<file path="src/rtl/spi_frame_pkg.sv">
// rtl/spi_frame_pkg.sv - frame field positions, command codes and FSM states shared by the SPI host master.
package spi_frame_pkg;

   localparam int CMD_BIT  = 15;
   localparam int SEL_MSB  = 14;
   localparam int SEL_LSB  = 13;
   localparam int ADDR_MSB = 12;
   localparam int ADDR_LSB = 10;
   localparam int RSVD_MSB = 9;
   localparam int RSVD_LSB = 8;
   localparam int DATA_MSB = 7;
   localparam int DATA_LSB = 0;

   localparam logic CMD_WRITE = 1'b1;
   localparam logic CMD_READ  = 1'b0;

   typedef enum logic [2:0] {
      IDLE  = 3'd0,
      SETUP = 3'd1,
      XFER  = 3'd2,
      HOLD  = 3'd3,
      GAP   = 3'd4
   } spi_state_e;

endpackage

</file>
<file path="src/rtl/spi_sclk_div.sv">
// rtl/spi_sclk_div.sv - sclk half-period counter; strobes mark the end of a low half (rise) or high half (fall).
module spi_sclk_div #(
   parameter int CLK_DIV = 1
) (
   input  logic clk,
   input  logic resetn,
   input  logic en,
   output logic rise_tick,
   output logic fall_tick
);

   localparam int CW = (CLK_DIV > 1) ? $clog2(CLK_DIV) : 1;

   logic [CW-1:0] cnt_q, cnt_d;
   logic          high_q, high_d;
   logic          wrap;

   always_comb begin
      wrap   = (cnt_q == CW'(CLK_DIV - 1));
      cnt_d  = cnt_q;
      high_d = high_q;
      // Disabled outside XFER so every frame starts with a full low half.
      if (!en) begin
         cnt_d  = '0;
         high_d = 1'b0;
      end else if (wrap) begin
         cnt_d  = '0;
         high_d = ~high_q;
      end else begin
         cnt_d = cnt_q + CW'(1);
      end
      rise_tick = en && wrap && !high_q;
      fall_tick = en && wrap && high_q;
   end

   always_ff @(posedge clk or negedge resetn) begin
      if (!resetn) begin
         cnt_q  <= '0;
         high_q <= 1'b0;
      end else begin
         cnt_q  <= cnt_d;
         high_q <= high_d;
      end
   end

endmodule

</file>
<file path="src/rtl/spi_host_master.sv">
// rtl/spi_host_master.sv - SPI mode-0 host master issuing 16-bit register frames and returning captured miso.
module spi_host_master
   import spi_frame_pkg::*;
#(
   parameter int BANK_NUM    = 2,
   parameter int PADDR_WIDTH = 3,
   parameter int PDATA_WIDTH = 8,
   parameter int DATA_WIDTH  = 16,
   parameter int CLK_DIV     = 1,
   parameter int SS_SETUP    = 1,
   parameter int SS_HOLD     = 2,
   parameter int SS_IDLE     = 2
) (
   input  logic                   clk,
   input  logic                   resetn,
   input  logic                   req_valid,
   output logic                   req_ready,
   input  logic                   req_write,
   input  logic [BANK_NUM-1:0]    req_sel,
   input  logic [PADDR_WIDTH-1:0] req_addr,
   input  logic [PDATA_WIDTH-1:0] req_wdata,
   output logic                   rsp_valid,
   output logic [PDATA_WIDTH-1:0] rsp_rdata,
   output logic [DATA_WIDTH-1:0]  rsp_frame,
   output logic                   busy,
   output logic                   sclk,
   output logic                   ss,
   output logic                   mosi,
   input  logic                   miso
);

   localparam int BW = $clog2(DATA_WIDTH + 1);
   localparam int TW = 8;

   spi_state_e             state_q, state_d;
   logic [DATA_WIDTH-1:0]  tx_q, tx_d, rx_q, rx_d;
   logic [BW-1:0]          bit_cnt_q, bit_cnt_d;
   logic [TW-1:0]          tcnt_q, tcnt_d;
   logic                   ss_q, ss_d, sclk_q, sclk_d, mosi_q, mosi_d;
   logic                   req_ready_q, req_ready_d, busy_q, busy_d;
   logic                   rsp_valid_q, rsp_valid_d;
   logic [PDATA_WIDTH-1:0] rsp_rdata_q, rsp_rdata_d;
   logic [DATA_WIDTH-1:0]  rsp_frame_q, rsp_frame_d;
   logic [PDATA_WIDTH-1:0] wdata_eff;
   logic [DATA_WIDTH-1:0]  frame;
   logic                   div_en, rise_tick, fall_tick;

   assign div_en = (state_q == XFER);

   spi_sclk_div #(.CLK_DIV(CLK_DIV)) u_div (
      .clk       (clk),
      .resetn    (resetn),
      .en        (div_en),
      .rise_tick (rise_tick),
      .fall_tick (fall_tick)
   );

   always_comb begin
      wdata_eff   = (req_write == CMD_WRITE) ? req_wdata : '0;
      frame       = {req_write, req_sel, req_addr, 2'b00, wdata_eff};
      state_d     = state_q;
      tx_d        = tx_q;
      rx_d        = rx_q;
      bit_cnt_d   = bit_cnt_q;
      tcnt_d      = tcnt_q;
      ss_d        = ss_q;
      sclk_d      = sclk_q;
      mosi_d      = mosi_q;
      req_ready_d = req_ready_q;
      busy_d      = busy_q;
      rsp_valid_d = 1'b0;
      rsp_rdata_d = rsp_rdata_q;
      rsp_frame_d = rsp_frame_q;
      case (state_q)
         IDLE: begin
            req_ready_d = 1'b1;
            if (req_valid && req_ready_q) begin
               tx_d        = frame;
               rx_d        = '0;
               bit_cnt_d   = '0;
               tcnt_d      = '0;
               ss_d        = 1'b0;
               mosi_d      = frame[DATA_WIDTH-1];
               busy_d      = 1'b1;
               req_ready_d = 1'b0;
               state_d     = SETUP;
            end
         end
         SETUP: begin
            if (tcnt_q == TW'(SS_SETUP - 1)) begin
               tcnt_d  = '0;
               state_d = XFER;
            end else begin
               tcnt_d = tcnt_q + TW'(1);
            end
         end
         XFER: begin
            if (rise_tick) begin
               sclk_d = 1'b1;
               rx_d   = {rx_q[DATA_WIDTH-2:0], miso};
            end else if (fall_tick) begin
               sclk_d = 1'b0;
               // The final falling edge leaves mosi on the last data bit.
               if (bit_cnt_q == BW'(DATA_WIDTH - 1)) begin
                  bit_cnt_d = '0;
                  tcnt_d    = '0;
                  state_d   = HOLD;
               end else begin
                  tx_d      = {tx_q[DATA_WIDTH-2:0], 1'b0};
                  mosi_d    = tx_q[DATA_WIDTH-2];
                  bit_cnt_d = bit_cnt_q + BW'(1);
               end
            end
         end
         HOLD: begin
            if (tcnt_q == TW'(SS_HOLD - 1)) begin
               ss_d        = 1'b1;
               mosi_d      = 1'b0;
               rsp_valid_d = 1'b1;
               rsp_frame_d = rx_q;
               rsp_rdata_d = rx_q[PDATA_WIDTH-1:0];
               tcnt_d      = '0;
               state_d     = GAP;
            end else begin
               tcnt_d = tcnt_q + TW'(1);
            end
         end
         GAP: begin
            if (tcnt_q == TW'(SS_IDLE - 1)) begin
               tcnt_d      = '0;
               busy_d      = 1'b0;
               req_ready_d = 1'b1;
               state_d     = IDLE;
            end else begin
               tcnt_d = tcnt_q + TW'(1);
            end
         end
         default: begin
            state_d = IDLE;
         end
      endcase
   end

   always_ff @(posedge clk or negedge resetn) begin
      if (!resetn) begin
         state_q     <= IDLE;
         tx_q        <= '0;
         rx_q        <= '0;
         bit_cnt_q   <= '0;
         tcnt_q      <= '0;
         ss_q        <= 1'b1;
         sclk_q      <= 1'b0;
         mosi_q      <= 1'b0;
         req_ready_q <= 1'b0;
         busy_q      <= 1'b0;
         rsp_valid_q <= 1'b0;
         rsp_rdata_q <= '0;
         rsp_frame_q <= '0;
      end else begin
         state_q     <= state_d;
         tx_q        <= tx_d;
         rx_q        <= rx_d;
         bit_cnt_q   <= bit_cnt_d;
         tcnt_q      <= tcnt_d;
         ss_q        <= ss_d;
         sclk_q      <= sclk_d;
         mosi_q      <= mosi_d;
         req_ready_q <= req_ready_d;
         busy_q      <= busy_d;
         rsp_valid_q <= rsp_valid_d;
         rsp_rdata_q <= rsp_rdata_d;
         rsp_frame_q <= rsp_frame_d;
      end
   end

   assign req_ready = req_ready_q;
   assign busy      = busy_q;
   assign rsp_valid = rsp_valid_q;
   assign rsp_rdata = rsp_rdata_q;
   assign rsp_frame = rsp_frame_q;
   assign sclk      = sclk_q;
   assign ss        = ss_q;
   assign mosi      = mosi_q;

endmodule

</file>
<file path="config.mk">
export PLATFORM = sky130hd
export DESIGN_NAME = spi_host_master
export DESIGN_NICKNAME = d
export VERILOG_FILES = /design/src/rtl/spi_frame_pkg.sv /design/src/rtl/spi_sclk_div.sv /design/src/rtl/spi_host_master.sv
export SDC_FILE = /design/constraint.sdc
export NUM_CORES = 1
export LEC_CHECK = 0
export ABC_AREA = 1
export BUFFER_PORTS_ARGS = -buffer_cell sky130_fd_sc_hd__buf_2
export CAP_MARGIN = 20
export CORE_UTILIZATION = 50
export DETAILED_ROUTE_END_ITERATION = 12
export HOLD_SLACK_MARGIN = 0.05
export PLACE_DENSITY = 0.71
export SLEW_MARGIN = 10
export SYNTH_ARGS = -nofsm -noshare
export SYNTH_HDL_FRONTEND = slang
export SYNTH_SLANG_ARGS = --single-unit
</file>
<file path="constraint.sdc">
create_clock -name clk -period 3.6 [get_ports clk]
set_clock_uncertainty 0.05 [all_clocks]
set_input_delay 0.18 -clock clk [delete_from_list [all_inputs] [get_ports clk]]
set_output_delay 0.18 -clock clk [all_outputs]
set_load 0.005 [all_outputs]
</file>
==> flow_summary_export.csv <==
group,metric,value,unit
timing,drv_slew,0,
pwr,pwr-share-seq,0.401,
pwr,power_leakage,1.93,nW
synth,synth_nets,401,
routing,vias,2503,
global_route,overflow,0,
pwr,intPower,1.64,mW
die,dieArea,0.00687,sq mm
global_route,grt_max_degree,38,
synth,syn_area_per_cell,8.64,sq um
routing,avgViaCountPerCell,4.97,
pwr,p_sw_frac,0.358,
die,placement_rows,29,
cts,post_cts_buffers,0,
global_route,grt_pass1_vias,2357,
global_route,grt_pass1_wl,10600,um
pwr,p_switching,0.916,mW
routing,dr.pass1.iters,4,
placed_design,port_buffers,47,
timing,fmax,0.442,GHz
synth,ys_types,29,
routing,wire_per_inst,11.9,um
die,initial_core_util,0.515,
timing,fin_crit,2260,ps
final_layout,fin_nets,444,
die,core,0.00635,sq mm
timing,finalSetupViolations,0,
synth,yosys.area.top_type_share,0.528,
global_route,track_usage,0.191,
cts,cts_root_buf,"clkbuf_8",
die,die_w,82.9,um
die,die_h,82.9,um
timing,fin_crit_sh,0.628,
final_layout,design_area,0.00376,sq mm
run,cap_violations,0,
cts,clk_latency,340,ps
cts,cts.clk_slew.worst_paths,70,ps
pwr,combPwrFrac,0.292,
pwr,power_frac_clock,0.307,
timing,tightest_slew,785,ps
timing,grt_setup_unrepaired,"no",
worst_setup_path,worst-setup-path-type,"register to register",
synth,ys_top_cells_by_area,"dfrtp_1 53%, nand2_1 11%, o21ai_0 7.2%, nand3_1 5.2%, inv_1 4.5%",
outcome,status,"completed",
worst_setup_path,startpoint_type,"register",
cts,numCtsBuffers,9,
hold_path,hold_path.class,"input pin to register",
final_layout,layout-drive-gt1-share,0.199,
die,pin_count,48,
cts,cts_tree,"built",
worst_setup_path,critPathRequiredTime,3820,ps
synth,ys_seq_elements,70,
routing,ant_nets,0,
synth,yosys_warnings,0,
cts,htreeDepth,3,
routing,drt_iter0_markers,181,
worst_setup_path,arrival,2480,ps
routing,drc,0,
final_layout,antenna_cells,0,
global_route,grt_antenna_before_repair,0,
placed_design,dpl_cell_area,0.00348,sq mm
final_layout,layout-area-overhead-vs-synth,14.9,%
placed_design,dp_hpwl,4070,um
synth,syn_area,0.00327,sq mm
worst_setup_path,endpoint_kind,"register",
cts,cts.sinks,70,
cts,clockBufferDepth,2,
placed_design,dpl.cell_count,485,
pwr,vdd_drop_max,0.000337,V
timing,hold_violations,0,
timing,slew_headroom,0.476,
routing,routed_wl,6000,um
synth,yosysSeqAreaShare,0.536,
placed_design,gp_congestion,0.867,
timing,setup_tns,0,ps
synth,synth_top_area_cell,"dfrtp_1",
pwr,power_density,681,mW/mm^2
synth,synthCells,379,
final_layout,fin_cells,504,
worst_setup_path,worstPathMaxFanout,19,
-- cell usage in the layout, fill, tap and decap left out, types with 2 or more instances in the layout --
| cell type | count |
|---|---|
| nand2_1 | 93 |
| dfrtp_1 | 69 |
| o21ai_0 | 47 |
| buf_2 | 47 |
| inv_1 | 39 |
| nand3_1 | 34 |
| nor2_1 | 16 |
| o21ai_1 | 13 |
| clkbuf_8 | 10 |
| a21boi_0 | 7 |
| or2_2 | 6 |
| nand4_1 | 5 |
| o21bai_1 | 4 |
| ha_1 | 4 |
| nor2_2 | 3 |
| nand2_2 | 3 |
| a21oi_1 | 3 |
| bufinv_16 | 3 |
| dlygate4sd3_1 | 3 |
| inv_2 | 2 |
| nand2_4 | 2 |
| xor2_1 | 2 |
| inv_6 | 2 |
| buf_4 | 2 |
-- registers in the layout, indices dropped and copies added (netlist names), 3 cells and up --
signal and flops:
rx_q 16, tx_q 15, rsp_frame 9, tcnt_q 8, rsp_rdata 7, bit_cnt_q 5, state_q 3
-- synth_stat cells, drive strengths merged --
| cell | instances |
|---|---|
| buf | 18 |
| a21oi | 3 |
| dfrtp | 69 |
| o21ai | 61 |
| clkbuf | 2 |
| dfstp | 1 |
| nand2 | 98 |
| nand3 | 35 |
| nand4 | 5 |
| o211ai | 1 |
| o21a | 1 |
| ha | 4 |
| o21bai | 4 |
| inv | 41 |
| a21boi | 7 |
| nor2 | 20 |
| or2 | 6 |
| xor2 | 2 |
| nor3 | 1 |
-- what timing repair did --
action,in CTS,in global routing
hold endpoints to repair,35,0
resized for setup,0,0
hold buffers,3,0
endpoints found under the setup margin,0,0
-- cell type report --
cell class                 count  area [sq um]
clock buffer                  10           138
clock inverter                 6           115
fill                         545          2590
inverter                      41           154
multi-input combinational    248          1220
sequential                    70          1750
tap                           77          96.3
timing repair buffer          52           280
-- worst max-delay path: stages, from the launching register on --
cell and delay (ps):
dfrtp_1 470, inv_1 110, nand2_1 80, nor2_2 520
buf_4 350, nand2_1 120, nand3_1 120, inv_1 80
nand2_2 150, nand2_1 80, nand2_1 60
-- power by group through the flow --
stage	registers [mW]	clock network [mW]	logic, mW
2_1_floorplan	1.02	0	0.623
3_3_place_gp	1.03	0	0.733
3_5_place_dp	1.04	0	0.754
4_1_cts	1.03	0.803	0.761
5_1_grt	1.04	0.836	0.868
6_report	1.03	0.786	0.749
-- logic make-up (layout without fill, tap and decap cells) --
family                   after synthesis  after routing  synth area share
adder cells (fa/ha/maj)                4              4            0.0153
AO/OA/AOI/OAI                         77             77             0.129
flip-flops                            70             70             0.536
AND/OR/NAND/NOR                      165            165             0.224
buffers and inverters                 61            109            0.0906
XOR/XNOR                               2              2           0.00535
-- through the flow --
stage               hold slack [ps]  power (mW)   util  worst slack (ps)
floorplan                      -166        1.64      -              2120
global placement                249        1.77  0.548              1460
detailed placement              268        1.79  0.548              1360
CTS                            83.4        2.59  0.592              1320
global route                   95.4        2.74  0.592              1110
finish                         97.6        2.56  0.592              1340
-- per-layer routing --
layer	up-vias	wire length, um	global-route usage
li1	1305	-	-
met1	1159	2990	0.264
met2	35	2790	0.299
met3	4	168	0.0338
met4	0	47	0.0799
met5	-	0	0
-- worst paths after layout --
kind                              start   endpoint  slack [ps]  depth (start not counted)
max                          state_q[2]  tcnt_q[7]        1340                         10
min                        req_wdata[6]    tx_q[6]         100                          3
max reg2reg                  state_q[2]  tcnt_q[7]        1340                         10
min reg2reg                     tx_q[9]    tx_q[9]         430                          2
max in group asynchronous        resetn         ss        2100                          3
min in group asynchronous        resetn  tcnt_q[0]         400                          2
(Power assumes the default switching activity.)
